<file path="config.mk">
export PLATFORM = sky130hd
export DESIGN_NAME = uart_tx_param
export DESIGN_NICKNAME = d
export VERILOG_FILES = /design/src/rtl/uart_tx_param.sv
export SDC_FILE = /design/constraint.sdc
export NUM_CORES = 1
export LEC_CHECK = 0
export ABC_AREA = 1
export BUFFER_PORTS_ARGS = -buffer_cell sky130_fd_sc_hd__buf_2
export CAP_MARGIN = 20
export CELL_PAD_IN_SITES_DETAIL_PLACEMENT = 0
export CELL_PAD_IN_SITES_GLOBAL_PLACEMENT = 1
export CORE_AREA = 2 2 70 72
export DETAILED_ROUTE_END_ITERATION = 16
export DIE_AREA = 0 0 72 74
export PLACE_DENSITY = 0.79
export SLEW_MARGIN = 10
export SYNTH_ARGS = -nofsm -noshare
export SYNTH_HDL_FRONTEND = slang
export SYNTH_SLANG_ARGS = --single-unit
</file>
<file path="constraint.sdc">
create_clock -name clk -period 3 [get_ports clk]
set_clock_uncertainty 0.05 [all_clocks]
set_input_delay 0.15 -clock clk [delete_from_list [all_inputs] [get_ports clk]]
set_output_delay 0.15 -clock clk [all_outputs]
set_load 0.02 [all_outputs]
</file>
<file path="src/rtl/uart_tx_param.sv">
// Parametrised UART transmitter with valid/ready input, a one-word holding buffer
// for gap-free back-to-back frames, optional parity and one or two stop bits.
module uart_tx_param #(
    parameter int unsigned CLKS_PER_BIT = 16,
    parameter int unsigned DATA_BITS    = 8,
    parameter int unsigned PARITY_MODE  = 0,
    parameter int unsigned STOP_BITS    = 1
) (
    input  logic                 clk,
    input  logic                 reset_n,
    input  logic                 tx_valid,
    input  logic [DATA_BITS-1:0] tx_din,
    output logic                 tx_ready,
    output logic                 tx_data,
    output logic                 tx_busy,
    output logic                 tx_done
);

    localparam int unsigned BAUD_W = (CLKS_PER_BIT > 1) ? $clog2(CLKS_PER_BIT) : 1;
    localparam int unsigned BIT_W  = 4;

    localparam logic [BAUD_W-1:0] BAUD_LAST = BAUD_W'(CLKS_PER_BIT - 1);
    localparam logic [BIT_W-1:0]  DATA_LAST = BIT_W'(DATA_BITS - 1);
    localparam logic [BIT_W-1:0]  STOP_LAST = BIT_W'(STOP_BITS - 1);
    localparam logic              PAR_ODD   = 1'(PARITY_MODE == 2);
    localparam logic              HAS_PAR   = 1'(PARITY_MODE != 0);

    typedef enum logic [2:0] {
        S_IDLE,
        S_START,
        S_DATA,
        S_PARITY,
        S_STOP
    } state_e;

    state_e               state_q, state_d;
    logic [BAUD_W-1:0]    baud_q, baud_d;
    logic [BIT_W-1:0]     bit_q, bit_d;
    logic [DATA_BITS-1:0] shift_q, shift_d;
    logic                 par_q, par_d;
    logic [DATA_BITS-1:0] hold_q, hold_d;
    logic                 hold_full_q, hold_full_d;
    logic                 ready_q, ready_d;
    logic                 data_q, data_d;
    logic                 busy_q, busy_d;
    logic                 done_q, done_d;

    logic accept;
    logic bit_end;

    assign accept  = tx_valid && ready_q;
    assign bit_end = (baud_q == BAUD_LAST);

    // Next-state and next-output computation
    always_comb begin
        state_d     = state_q;
        baud_d      = baud_q;
        bit_d       = bit_q;
        shift_d     = shift_q;
        par_d       = par_q;
        hold_d      = hold_q;
        hold_full_d = hold_full_q;
        done_d      = 1'b0;

        if (accept && (state_q != S_IDLE)) begin
            hold_d      = tx_din;
            hold_full_d = 1'b1;
        end

        if (state_q != S_IDLE) begin
            baud_d = bit_end ? '0 : baud_q + 1'b1;
        end

        case (state_q)
            S_IDLE: begin
                baud_d = '0;
                bit_d  = '0;
                if (accept) begin
                    shift_d = tx_din;
                    par_d   = (^tx_din) ^ PAR_ODD;
                    state_d = S_START;
                end
            end
            S_START: begin
                if (bit_end) begin
                    state_d = S_DATA;
                    bit_d   = '0;
                end
            end
            S_DATA: begin
                if (bit_end) begin
                    shift_d = shift_q >> 1;
                    if (bit_q == DATA_LAST) begin
                        state_d = HAS_PAR ? S_PARITY : S_STOP;
                        bit_d   = '0;
                    end else begin
                        bit_d = bit_q + 1'b1;
                    end
                end
            end
            S_PARITY: begin
                if (bit_end) begin
                    state_d = S_STOP;
                    bit_d   = '0;
                end
            end
            S_STOP: begin
                if (bit_end) begin
                    if (bit_q == STOP_LAST) begin
                        done_d = 1'b1;
                        bit_d  = '0;
                        // Chain straight into the next frame when a word is waiting
                        if (hold_full_q) begin
                            shift_d     = hold_q;
                            par_d       = (^hold_q) ^ PAR_ODD;
                            hold_full_d = 1'b0;
                            state_d     = S_START;
                        end else if (accept) begin
                            shift_d     = tx_din;
                            par_d       = (^tx_din) ^ PAR_ODD;
                            hold_full_d = 1'b0;
                            state_d     = S_START;
                        end else begin
                            state_d = S_IDLE;
                        end
                    end else begin
                        bit_d = bit_q + 1'b1;
                    end
                end
            end
            default: begin
                state_d = S_IDLE;
            end
        endcase

        ready_d = !hold_full_d;
        busy_d  = (state_d != S_IDLE) || hold_full_d;

        case (state_d)
            S_START:  data_d = 1'b0;
            S_DATA:   data_d = shift_d[0];
            S_PARITY: data_d = par_d;
            default:  data_d = 1'b1;
        endcase
    end

    always_ff @(posedge clk or negedge reset_n) begin
        if (!reset_n) begin
            state_q     <= S_IDLE;
            baud_q      <= '0;
            bit_q       <= '0;
            shift_q     <= '0;
            par_q       <= 1'b0;
            hold_q      <= '0;
            hold_full_q <= 1'b0;
            ready_q     <= 1'b1;
            data_q      <= 1'b1;
            busy_q      <= 1'b0;
            done_q      <= 1'b0;
        end else begin
            state_q     <= state_d;
            baud_q      <= baud_d;
            bit_q       <= bit_d;
            shift_q     <= shift_d;
            par_q       <= par_d;
            hold_q      <= hold_d;
            hold_full_q <= hold_full_d;
            ready_q     <= ready_d;
            data_q      <= data_d;
            busy_q      <= busy_d;
            done_q      <= done_d;
        end
    end

    assign tx_ready = ready_q;
    assign tx_data  = data_q;
    assign tx_busy  = busy_q;
    assign tx_done  = done_q;

endmodule

</file>
== After elaboration in Yosys (flattened, before gate mapping) ==
Cells that the tools add are included.
Operators by class
  add/subtract/negate cells: 2
  $mul: 0
  div/mod/pow operators: 0
  magnitude comparators: 0
  equal/unequal tests: 13
  shifts and indexed selects: 0
  multiplexer cells: 40
  bitwise operators: 0
  reduce and logical (&&, ||, !) cells: 16
Operators with widths (number)
  8-bit two-way mux: 5
  4-bit two-way mux: 8
  8-bit case mux with 3 select lines: 1
  3-bit two-way mux: 7
  4-bit case mux with 4 select lines: 1
  8-bit XOR reduction: 2
  1-bit two-way mux: 15
  3-bit case mux with 5 select lines: 1
  3-bit by 2-bit == test with 1-bit output (second input constant): 4
  3-bit nonzero test: 3
  4-bit by 1-bit adder with 4-bit output (second input constant): 2
  4-bit AND reduction: 2
  3-bit by 1-bit == test with 1-bit output (second input constant): 2
  2-bit inequality test (second input constant): 3
  4-bit by 3-bit == test with 1-bit output (second input constant): 1
  4-bit == test (second input constant): 1
  4-bit zero test: 1
  4-bit nonzero test: 1
  3-bit == test (second input constant): 1
  3-bit zero test: 1
  1-bit case mux with 3 select lines: 1
  1-bit logical AND: 2
  2-bit by 1-bit inequality test with 1-bit output (second input constant): 1
  1-bit case mux with 2 select lines: 1
  other kinds (4): 4
Word-level totals
  register bits after elaboration: 33
  bits in latches: 0
  RAM bits: 0
  memory bits (read-only): 0
  input bits: 11
  output and inout port bits: 4
  word-level logic and storage cells: 83
  memories kept: 0

== Depth between registers and ports, before layout ==
Gate-level depths: netlist of the first run.
  depth in word-level cells: 9
  depth in mapped cells: 13

== Worst setup path after synthesis of the first run ==
OpenSTA, ideal clock, no wires.
  kind: register -> register
  start point: register baud_q[0]
  end point: register shift_q[1]
  library setup time: 129 ps
  arrival time: 1491 ps
  required time: 2821 ps
  slack: 1329 ps
  stages on the path, launching flop included: 9
  path buffers: 0
  period minus slack after synthesis: 1671 ps
  cells stage by stage: dfrtp_1 -> ha_1 -> nand3_4 -> nor2_4 -> nor2_4 -> nor3_4 -> inv_2 -> a21oi_1 -> a31oi_1
On the way
  word-level cells in the longest chain between the ends: 3
  elaborated cells between the ends (all ways): 4
  classes of those cells: eq/ne: 3; reduce/logical: 1
Ends and longest elaborated chain
  start, declared: line 37  | logic [BAUD_W-1:0] baud_q, baud_d;
  start signal, assigned: line 162  | baud_q <= baud_d;
  4-bit == test *: line 52  | assign bit_end = (baud_q == BAUD_LAST);
  2-bit inequality test (no source line)
  4-bit AND reduction (no source line) *
  end signal, assigned: line 164  | shift_q <= shift_d;
  end, declared: line 39  | logic [DATA_BITS-1:0] shift_q, shift_d;
Mark *: on every way between the ends. The rest lies on a longest branch, timed or not.
A chain may end at the register's enable or synchronous reset.

== Final worst setup path of the first run ==
  start point: register ready_q (netlist: tx_ready)
  end point: register busy_q (netlist: tx_busy)
On the way
  word-level cells in the longest chain between the ends: 9
  elaborated cells between the ends (all ways): 16
  classes of those cells: mux: 12; reduce/logical: 4
Ends and longest elaborated chain
  start, declared: line 43  | logic ready_q, ready_d;
  start signal, assigned: line 168  | ready_q <= ready_d;
  1-bit logical AND *: line 51  | assign accept = tx_valid && ready_q;
  parallel branches: the longest is 7 deep, another holds 3-bit case mux with 5 select lines
  1-bit logical OR *: line 137  | busy_d = (state_d != S_IDLE) || hold_full_d;
  named net busy_d: line 45  | logic busy_q, busy_d;
  end signal, assigned: line 170  | busy_q <= busy_d;
  end, declared: line 45
Mark *: on every way through the listed nets, which the timed path passes.

==> results.json, run 1 <==
{
  "antenna_found_initial": 0,
  "synth.distinct_cells": 35,
  "hold_viol": 0,
  "die_h_um": 74,
  "hold_class": "in2reg",
  "setup_viol": 0,
  "clkSlewWorstSetupHoldPaths_ns": 0.07,
  "clockBufferDepth": 2,
  "wl_per_cell_um": 12.75,
  "min_from": "tx_din[2]",
  "irDropWorstVdd_mv": 0.1763,
  "antenna_cells": 0,
  "syn2layout_area_growth_pct": 10.78,
  "reg2reg_from": "tx_ready$_DFF_PN1_",
  "grt-busiest-layer": "met2",
  "htreeDepth": 2,
  "grt.overflow.total": 0,
  "syn_area_per_cell_um2": 7.292,
  "min_period_ns": 1.981,
  "clk_latency_ns": 0.29,
  "core-area_um2": 4598,
  "cts.sinks": 33,
  "die-area_um2": 5328,
  "met1_usage_pct": 24.91,
  "finish.utilization_pct": 50.07,
  "tns_ns": 0,
  "final_nets": 318,
  "powerDensity_nw_per_um2": 480.0,
  "io_pins": 15,
  "postCtsSetupRepairBufs": 0,
  "start_util_pct": 45.20,
  "worst_pin_slew_ns": 0.7484,
  "power_leakage_nw": 1.151,
  "viasPerCell": 5.045,
  "gr-usage-met3_pct": 4.065,
  "whs_ns": 0.1040,
  "worst_ep_required_time_ns": 3.18,
  "port_buffers": 14,
  "rows": 25,
  "synth_nets": 299,
  "cap_violations": 0,
  "routed_wl_um": 4579,
  "grt_use_met2_pct": 33.74,
  "first_iter_violations": 67,
  "multi_input_area_um2": 1070,
  "layout_commonest_cell": "nand2_1",
  "drc": 0,
  "rsz0062_at_grt": "false",
  "fmax_mhz": 504.7,
  "synth_top_area_share_pct": 37.33,
  "synth_top_cell_by_area": "dfrtp_1",
  "grt_pass1_wl_um": 8114,
  "critPathLaunchType": "flip-flop",
  "layout-drive-gt1-share_pct": 14.43,
  "crit_type": "reg2reg",
  "ys_seq_elements": 33,
  "antenna_left": 0,
  "grt_max_degree": 34,
  "syn_inst": 285,
  "ys_warn_count": 0,
  "min_period_over_period_pct": 66.04,
  "gp_congestion": 0.9085,
  "grt_pass1_vias": 1742,
  "final_cell_mix": "96 x nand2_1, 36 x inv_1, 31 x dfrtp_1",
  "crit_fanout": 16,
  "grt_usage_pct": 19.84,
  "seq_area_um2": 828.3,
  "first_pass_iters": 4,
  "endpoint_kind": "flip-flop",
  "synthTopCellsByArea": "dfrtp_1 37%, nand2_1 17%, inv_1 6.5%",
  "arrival_ns": 2.16,
  "vias": 1811,
  "cts_buffers": 5,
  "outcome": "complete, no violations",
  "setup_ws_ns": 1.019,
  "n_fill_cell": 473,
  "cts_tree": "built",
  "crit_start": "tx_ready$_DFF_PN1_",
  "dpl.hpwl_um": 3486,
  "yosysSeqAreaShare_pct": 39.86,
  "syn-cell-area_um2": 2078,
  "cts_root_buffer": "clkbuf_8",
  "drv_slew": 0,
  "die_w_um": 72,
  "post-place-ws_ns": 0.9876,
  "max_slew_margin_pct": 50.11,
  "report.power.total_w": 0.001105
}
==> state kept, by name, indices dropped and copies added (netlist names) <==
name         count
par_q            1
hold_q           8
hold_full_q      1
tx_data          1
shift_q          8
tx_ready         1
tx_busy          1
baud_q           4
bit_q            4
tx_done          1
state_q          3
==> per-stage QoR <==
step	instances	cell area [um^2]
floorplan	285	2078
global placement	350	2202
detailed placement	350	2202
CTS	359	2302
global route	359	2302
finish	359	2302
==> logic make-up (layout without fill, tap and decap cells) <==
logic type,Yosys count,in the layout,share of synthesized area (%)
AND/OR/NAND/NOR,149,149,32.93
flip-flops,33,33,39.86
buffers and inverters,45,65,8.669
XOR/XNOR,7,7,2.950
AO/OA/AOI/OAI,48,48,13.79
adder cells (fa/ha/maj),3,3,1.806
==> layout make-up <==
cell class | count | area share, %
Inverter | 42 | 7.228
Timing Repair Buffer | 15 | 3.478
Clock buffer | 8 | 3.913
Tap cell | 54 | 2.935
Multi-Input combinational cell | 207 | 46.47
Sequential cell | 33 | 35.98
==> repair_timing <==
item,CTS,global route
endpoints found under the hold margin,31,0
hold buffers,1,0
setup endpoints to repair,0,0
resized for setup,0,0
==> layer usage <==
metal | share of wire (%) | wire length [um]
met5 | 0 | 0
met4 | 2.2 | 101
met3 | 2.8 | 130
met2 | 49 | 2241
met1 | 46 | 2106
==> Yosys cell counts, drive strengths merged <==
master	number
a211oi	1
a21oi	16
a31oi	5
buf	2
clkbuf	1
clkinv	1
dfrtp	31
dfstp	2
ha	3
inv	41
nand2	99
nand3	20
nand4	4
nor2	21
nor3	3
o2111ai	1
o211ai	6
o21ai	19
or2	2
xnor2	3
xor2	4
==> where the power goes <==
part,switching (W),internal [W],total (W)
registers,0.0000502,0.000484,0.000534
clock network,0.000166,0.000187,0.000353
logic,0.000131,0.0000876,0.000218
total,0.000347,0.000758,0.00111
==> worst max-delay path: stages, from the launching register on <==
cell and delay (ns):
dfstp_2 0.53, nand2_1 0.17, inv_1 0.39, nand2_1 0.40
nand2_1 0.17, nand2_1 0.11, nand3_1 0.10
==> path summary, 6_finish.rpt <==
check | end | slack, ns | cells after the start
worst max-delay path | tx_busy$_DFF_PN0_ | 1.02 | 6
worst min-delay path | hold_q[2]$_DFFE_PN0P_ | 0.10 | 3
worst max register to register | tx_busy$_DFF_PN0_ | 1.02 | 6
worst min register to register | baud_q[0]$_DFF_PN0_ | 0.41 | 1
max in group asynchronous | shift_q[7]$_DFFE_PN0P_ | 2.01 | 2
min in group asynchronous | state_q[0]$_DFF_PN0_ | 0.42 | 2
Note: power is estimated with default switching activity, not from simulation.
==> run 2, diff against run 1 <==
Settings changed: CORE_AREA 2 2 70 72 to 2 2 76 78, DIE_AREA 0 0 72 74 to 0 0 78 80, PLACE_DENSITY 0.79 to 0.71.
Clock period 3 ns to 1.6 ns, I/O delays scaled along.
==> run 2 against run 1 <==
Against the previous run: the flow now finishes with violations (setup timing); global-route usage fell by 0.72 points; sequential cell count did not move; clock-buffer cell count shrank 1; register-to-register slack worse by 1.1 ns; setup slack worse by 1.1 ns; critical path depth rose by 3; die area grew 17%; first-iteration DRC count grew 12%; non-clock buffer count up 49; via count is 12% higher; fmax grew 14%.
==> results.json, run 2 (synthesis gave the netlist of run 1 again) <==
{
  "cts_buffers": 5,
  "setup_viol": 12,
  "min_period_over_period_pct": 108.2,
  "rows": 27,
  "hold_class": "in2reg",
  "reg2reg_from": "baud_q[1]$_DFF_PN0_",
  "n_fill_cell": 526,
  "die_w_um": 78,
  "antenna_left": 0,
  "grt_usage_pct": 19.13,
  "cts.sinks": 33,
  "grt.overflow.total": 0,
  "irDropWorstVdd_mv": 0.4950,
  "layout-drive-gt1-share_pct": 36.44,
  "start_util_pct": 38.45,
  "grt_pass1_wl_um": 9266,
  "post-place-ws_ns": -0.1504,
  "antenna_found_initial": 0,
  "powerDensity_nw_per_um2": 741.5,
  "max_slew_margin_pct": 70.10,
  "violations": "setup timing",
  "antenna_cells": 0,
  "crit_start": "baud_q[1]$_DFF_PN0_",
  "crit_fanout": 7,
  "cts_tree": "built",
  "gp_congestion": 0.7902,
  "core-area_um2": 5405,
  "critPathLaunchType": "flip-flop",
  "power_leakage_nw": 1.419,
  "rsz0062_at_grt": "true",
  "rrSetupSlack_ns": -0.13,
  "die-area_um2": 6240,
  "dpl.hpwl_um": 4007,
  "drv_slew": 0,
  "port_buffers": 14,
  "endpoint_kind": "flip-flop",
  "cap_violations": 0,
  "worst_ep_required_time_ns": 1.77,
  "finalInstanceArea_um2": 2902,
  "arrival_ns": 1.90,
  "first_iter_violations": 75,
  "drc": 0,
  "vias": 2036,
  "clkSlewWorstSetupHoldPaths_ns": 0.07,
  "first_pass_iters": 4,
  "viasPerCell": 4.779,
  "syn2layout_area_growth_pct": 39.61,
  "min_path_cells": 3,
  "outcome": "finished, violations left",
  "place_area_um2": 2512,
  "die_h_um": 80,
  "final_nets": 367,
  "min_from": "tx_din[2]",
  "htreeDepth": 2,
  "grt_pass1_vias": 2086,
  "hold_viol": 0,
  "io_pins": 15,
  "crit_type": "reg2reg",
  "clockBufferDepth": 2,
  "r2r_cells": 9,
  "setup_ws_ns": -0.1311,
  "min_period_ns": 1.731,
  "fmax_mhz": 577.7,
  "worst_pin_slew_ns": 0.4485,
  "layout_commonest_cell": "nand2_1",
  "routed_wl_um": 5376,
  "cts_root_buffer": "clkbuf_8",
  "final_cell_mix": "93 x nand2_1, 42 x buf_4, 30 x dfrtp_1",
  "grt_max_degree": 34,
  "largestRegisters": "hold_q: 8 flops, shift_q: 8 flops",
  "clk_latency_ns": 0.29,
  "wl_per_cell_um": 12.62
}
## run 2: cell types whose count changed in the layout (fill, tap and decap cells not counted), moves of 3 or more
cell and change:
nand3_1 -6, inv_2 +5, inv_1 -7, a21oi_1 -10
ha_1 -3, nand3_2 +4, a21oi_2 +10, nand2_1 -3
buf_6 +7, o21ai_0 -3, buf_4 +42
## run 2: metrics by stage
stage	hold WS [ns]	cells	TNS, ns	power [W]	utilization, %
final	0.03404	426	-0.9626	0.002151	53.68
after global routing	0.06446	426	-2.464	0.002299	53.68
after CTS	0.02465	424	-0.8206	0.002160	51.00
after global placement	0.09122	404	-0.8040	0.001429	46.48
after detailed placement	0.08930	404	-1.156	0.001443	46.48
after floorplan	-0.2656	285	-0.1795	0.001316	-
## run 2: metal layers
metal  track usage, %  wire length (um)
met5                0                 0
met4            7.368               113
met3            3.167               128
met2            35.95              2861
met1            21.55              2272
## run 2: area by class of cell
cell class / instances / area [um^2] / share of cell area [%]
tap: 72 / 90.09 / 3.105
multi-input combinational: 207 / 1231 / 42.43
sequential: 33 / 829.5 / 28.59
timing repair buffer: 64 / 474.2 / 16.34
clock inverter: 1 / 5.005 / 0.1725
clock buffer: 7 / 96.34 / 3.320
inverter: 42 / 175.2 / 6.037
## run 2: critical path, cell delays in order (launching register included)
cell	delay (ns)
dfrtp_1	0.39
ha_4	0.17
nand3_4	0.12
nor2_4	0.18
nand2_4	0.10
o21ai_4	0.28
o21ai_2	0.09
nand2_1	0.09
a21oi_2	0.05
a21oi_1	0.12
## run 2: path summary, 6_finish.rpt
| check | to |
|---|---|
| min in group asynchronous | bit_q[2]$_DFFE_PN0P_ |
| setup / recovery | shift_q[6]$_DFFE_PN0P_ |
| hold / removal | hold_q[2]$_DFFE_PN0P_ |
| hold reg to reg | hold_q[6]$_DFFE_PN0P_ |
| setup reg to reg | shift_q[6]$_DFFE_PN0P_ |
| max in group asynchronous | tx_data$_DFF_PN1_ |
## run 2: timing repair
item	in CTS	in global routing
resized for setup	16	39
buffers inserted	11	2
hold buffers	1	0
pin swaps	10	28
setup endpoints to repair	14	17
endpoints found under the hold margin	31	0
## run 2: report_power, final
part	leakage (nW)	switching, W	internal [W]	total [W]
registers	0.380	0.0000950	0.000906	0.00100
clock network	0.0542	0.000323	0.000389	0.000712
logic	0.985	0.000267	0.000171	0.000438
total	1.42	0.000685	0.00147	0.00215
==> run 3, diff against run 2 <==
Settings changed: ABC_AREA 1 to default, CORE_AREA 2 2 76 78 to 2 2 68 70, DIE_AREA 0 0 78 80 to 0 0 70 72, PLACE_DENSITY 0.71 to 0.7.
==> run 3 against run 2 <==
Against the previous run: die area is 19% lower; first-iteration DRC count up 19%; sequential power rose by 38%; highest routed layer unchanged; critical path depth decreased by 2; the flow still finishes with violations (setup timing); synthesized cell count shrank 41%; sequential share of layout area increased by 3.2 points; sequential cell count unchanged.
==> results.json, run 3 <==
{
  "critPathLaunchType": "flip-flop",
  "reg2reg_from": "bit_q[1]$_DFFE_PN0P_",
  "synth_most_common_cell": "dfrtp_1",
  "ys_seq_elements": 33,
  "largestRegisters": "hold_q: 8 flops, shift_q: 8 flops",
  "ys_warn_count": 0,
  "port_buffers": 14,
  "antenna_cells": 0,
  "crit_type": "reg2reg",
  "syn2layout_area_growth_pct": 48.72,
  "antenna_found_initial": 0,
  "setup_viol": 15,
  "outcome": "finished, violations left",
  "grt_pass1_vias": 1605,
  "vias": 1546,
  "final_cells": 285,
  "first_iter_violations": 89,
  "violations": "setup timing",
  "yosysSeqAreaShare_pct": 47.22,
  "power_leakage_nw": 1.176,
  "synth_top_cell_by_area": "dfrtp_1",
  "min_period_over_period_pct": 121.6,
  "cts_root_buffer": "clkbuf_8",
  "layout-drive-gt1-share_pct": 48.50,
  "p_switching_w": 0.001436,
  "drc": 0,
  "cap_violations": 0,
  "powerDensity_nw_per_um2": 1570,
  "ys.flop_type": "dfrtp_1",
  "irDropWorstVdd_mv": 0.8938,
  "power_frac_seq_pct": 33.7,
  "clockPowerShare_pct": 19.8,
  "finish.utilization_pct": 61.18,
  "syn-cell-area_um2": 1754,
  "arrival_ns": 2.06,
  "synthArstFlopShare_pct": 100.0,
  "cts.sinks": 33,
  "routed_wl_um": 4515,
  "core-area_um2": 4264,
  "io_pins": 15,
  "n_fill_cell": 340,
  "cts_tree": "built",
  "antenna_left": 0,
  "clk_latency_ns": 0.29,
  "swShare_pct": 35.08,
  "die-area_um2": 5040,
  "synth_nets": 182,
  "slowest_stage": "or4b_1",
  "crit_start": "bit_q[1]$_DFFE_PN0P_",
  "first_pass_iters": 7,
  "whs_ns": 0.02040,
  "post-place-ws_ns": -0.3873,
  "clockBufferDepth": 2,
  "layout_commonest_cell": "buf_4",
  "viasPerCell": 5.425,
  "cts_buffers": 5,
  "endpoint_kind": "flip-flop",
  "wl_per_cell_um": 15.84,
  "grt_pass1_wl_um": 7569,
  "crit_fanout": 3,
  "p_int_w": 0.002658,
  "worst_pin_slew_ns": 0.7246,
  "syn_inst": 168,
  "htreeDepth": 2,
  "rows": 24,
  "start_util_pct": 41.14,
  "worst_ep_required_time_ns": 1.71,
  "synth_commonest_cells": "31 x dfrtp_1, 22 x nand2_1, 13 x xnor2_1",
  "critPathMaxStageDelay_ns": 0.44,
  "rsz0062_at_grt": "true",
  "setup_ws_ns": -0.3450,
  "share_comb_of_total_power_pct": 46.5,
  "gp_congestion": 0.8783,
  "hold_class": "in2reg",
  "min_period_ns": 1.945,
  "crit_chain": "inv_2 -> ha_4 -> or3b_4 -> nor2_4 -> nand3_2 -> o21ai_2 -> or4b_1",
  "min_from": "tx_din[7]",
  "tns_ns": -2.594,
  "synth_edf_count": 0,
  "grt_max_degree": 34,
  "die_w_um": 70,
  "drv_slew": 0,
  "clkSlewWorstSetupHoldPaths_ns": 0.07,
  "synth_top_area_share_pct": 44.22,
  "grt_usage_pct": 19.15,
  "dpl.hpwl_um": 3171,
  "syn_area_per_cell_um2": 10.44,
  "die_h_um": 72,
  "hold_viol": 0,
  "synth.distinct_cells": 45,
  "place_inst": 265,
  "max_slew_margin_pct": 51.69,
  "fmax_mhz": 514.1,
  "synthTopCellsByArea": "dfrtp_1 44%, xnor2_1 6.5%, a222oi_1 5.1%",
  "final_cell_mix": "33 x buf_4, 31 x dfrtp_1, 16 x nand2_1",
  "final_nets": 246,
  "grt.overflow.total": 0
}
[run 3: changes by cell type after synthesis, sizes merged, moves of 5 or more]
cell / previous run / this run
a222oi: 0 / 9
xnor2: 3 / 13
nand2: 99 / 22
nand3: 20 / 4
mux2: 0 / 8
nor3: 3 / 8
a21oi: 16 / 3
inv: 41 / 10
o21ai: 19 / 6
nor2: 21 / 6
[run 3: kinds of logic after synthesis]
family | share of synthesized area (%)
DFF | 47.22
and+or+nand+nor | 17.62
AOI/OAI and AO/OA | 15.26
adders and majority gates | 2.782
muxes | 5.706
xor gates and xnor gates | 7.490
buffers and inverters | 3.923
[run 3: final timing paths]
path | endpoint | slack, ns | depth (start not counted)
max in group asynchronous | baud_q[1]$_DFF_PN0_ | 0.70 | 2
min in group asynchronous | bit_q[2]$_DFFE_PN0P_ | 0.33 | 2
worst min-delay path | shift_q[7]$_DFFE_PN0P_ | 0.02 | 3
worst max register to register | tx_busy$_DFF_PN0_ | -0.34 | 7
worst max-delay path | tx_busy$_DFF_PN0_ | -0.34 | 7
worst min register to register | shift_q[3]$_DFFE_PN0P_ | 0.44 | 2
[run 3: what timing repair did]
action	4_1_cts	5_1_grt
endpoints found under the hold margin	33	0
gates cloned	0	0
resized for setup	15	38
pin swaps	6	32
buffers inserted	7	5
endpoints found under the setup margin	24	21
hold buffers	3	0
[run 3: metal layers]
layer	part of all wire [%]	wire, um	GRT usage (%)	vias up
met3	3.7	169	4.306	7
met5	0	0	0	-
met1	42	1876	22.14	762
met4	1.3	59	7.051	0
met2	53	2411	34.92	30
li1	-	-	-	747
[run 3: per-stage QoR]
stage,area [um^2],power (W)
after floorplan,1803,0.002320
after global placement,2166,0.002753
after detailed placement,2166,0.002813
after CTS,2437,0.003899
after global routing,2609,0.004373
final,2609,0.004095
[run 3: power by group through the flow]
stage          clock network (W)  logic, W  registers, W
6_report                0.000812   0.00190       0.00138
5_1_grt                 0.000877   0.00208       0.00142
4_1_cts                 0.000836   0.00170       0.00136
3_5_place_dp                   0   0.00146       0.00136
3_3_place_gp                   0   0.00141       0.00134
2_1_floorplan                  0  0.000970       0.00135
[run 3: cell type report]
| cell class | count | area (um^2) | share of cell area [%] |
|---|---|---|---|
| Clock buffer | 7 | 86.33 | 3.309 |
| Sequential cell | 33 | 828.3 | 31.75 |
| Tap cell | 52 | 65.06 | 2.494 |
| Multi-Input combinational cell | 121 | 1090 | 41.77 |
| Clock inverter | 1 | 30.03 | 1.151 |
| Inverter | 10 | 37.54 | 1.439 |
| Timing Repair Buffer | 61 | 471.7 | 18.08 |
[run 3: critical path: cells and delay by family, from the launching register on]
family | cells | cell delay (ns)
AO/OA/AOI/OAI | 1 | 0.09
adder cells (fa/ha/maj) | 1 | 0.13
buffers and inverters | 1 | 0.08
flip-flops | 1 | 0.39
AND/OR/NAND/NOR | 4 | 1.08
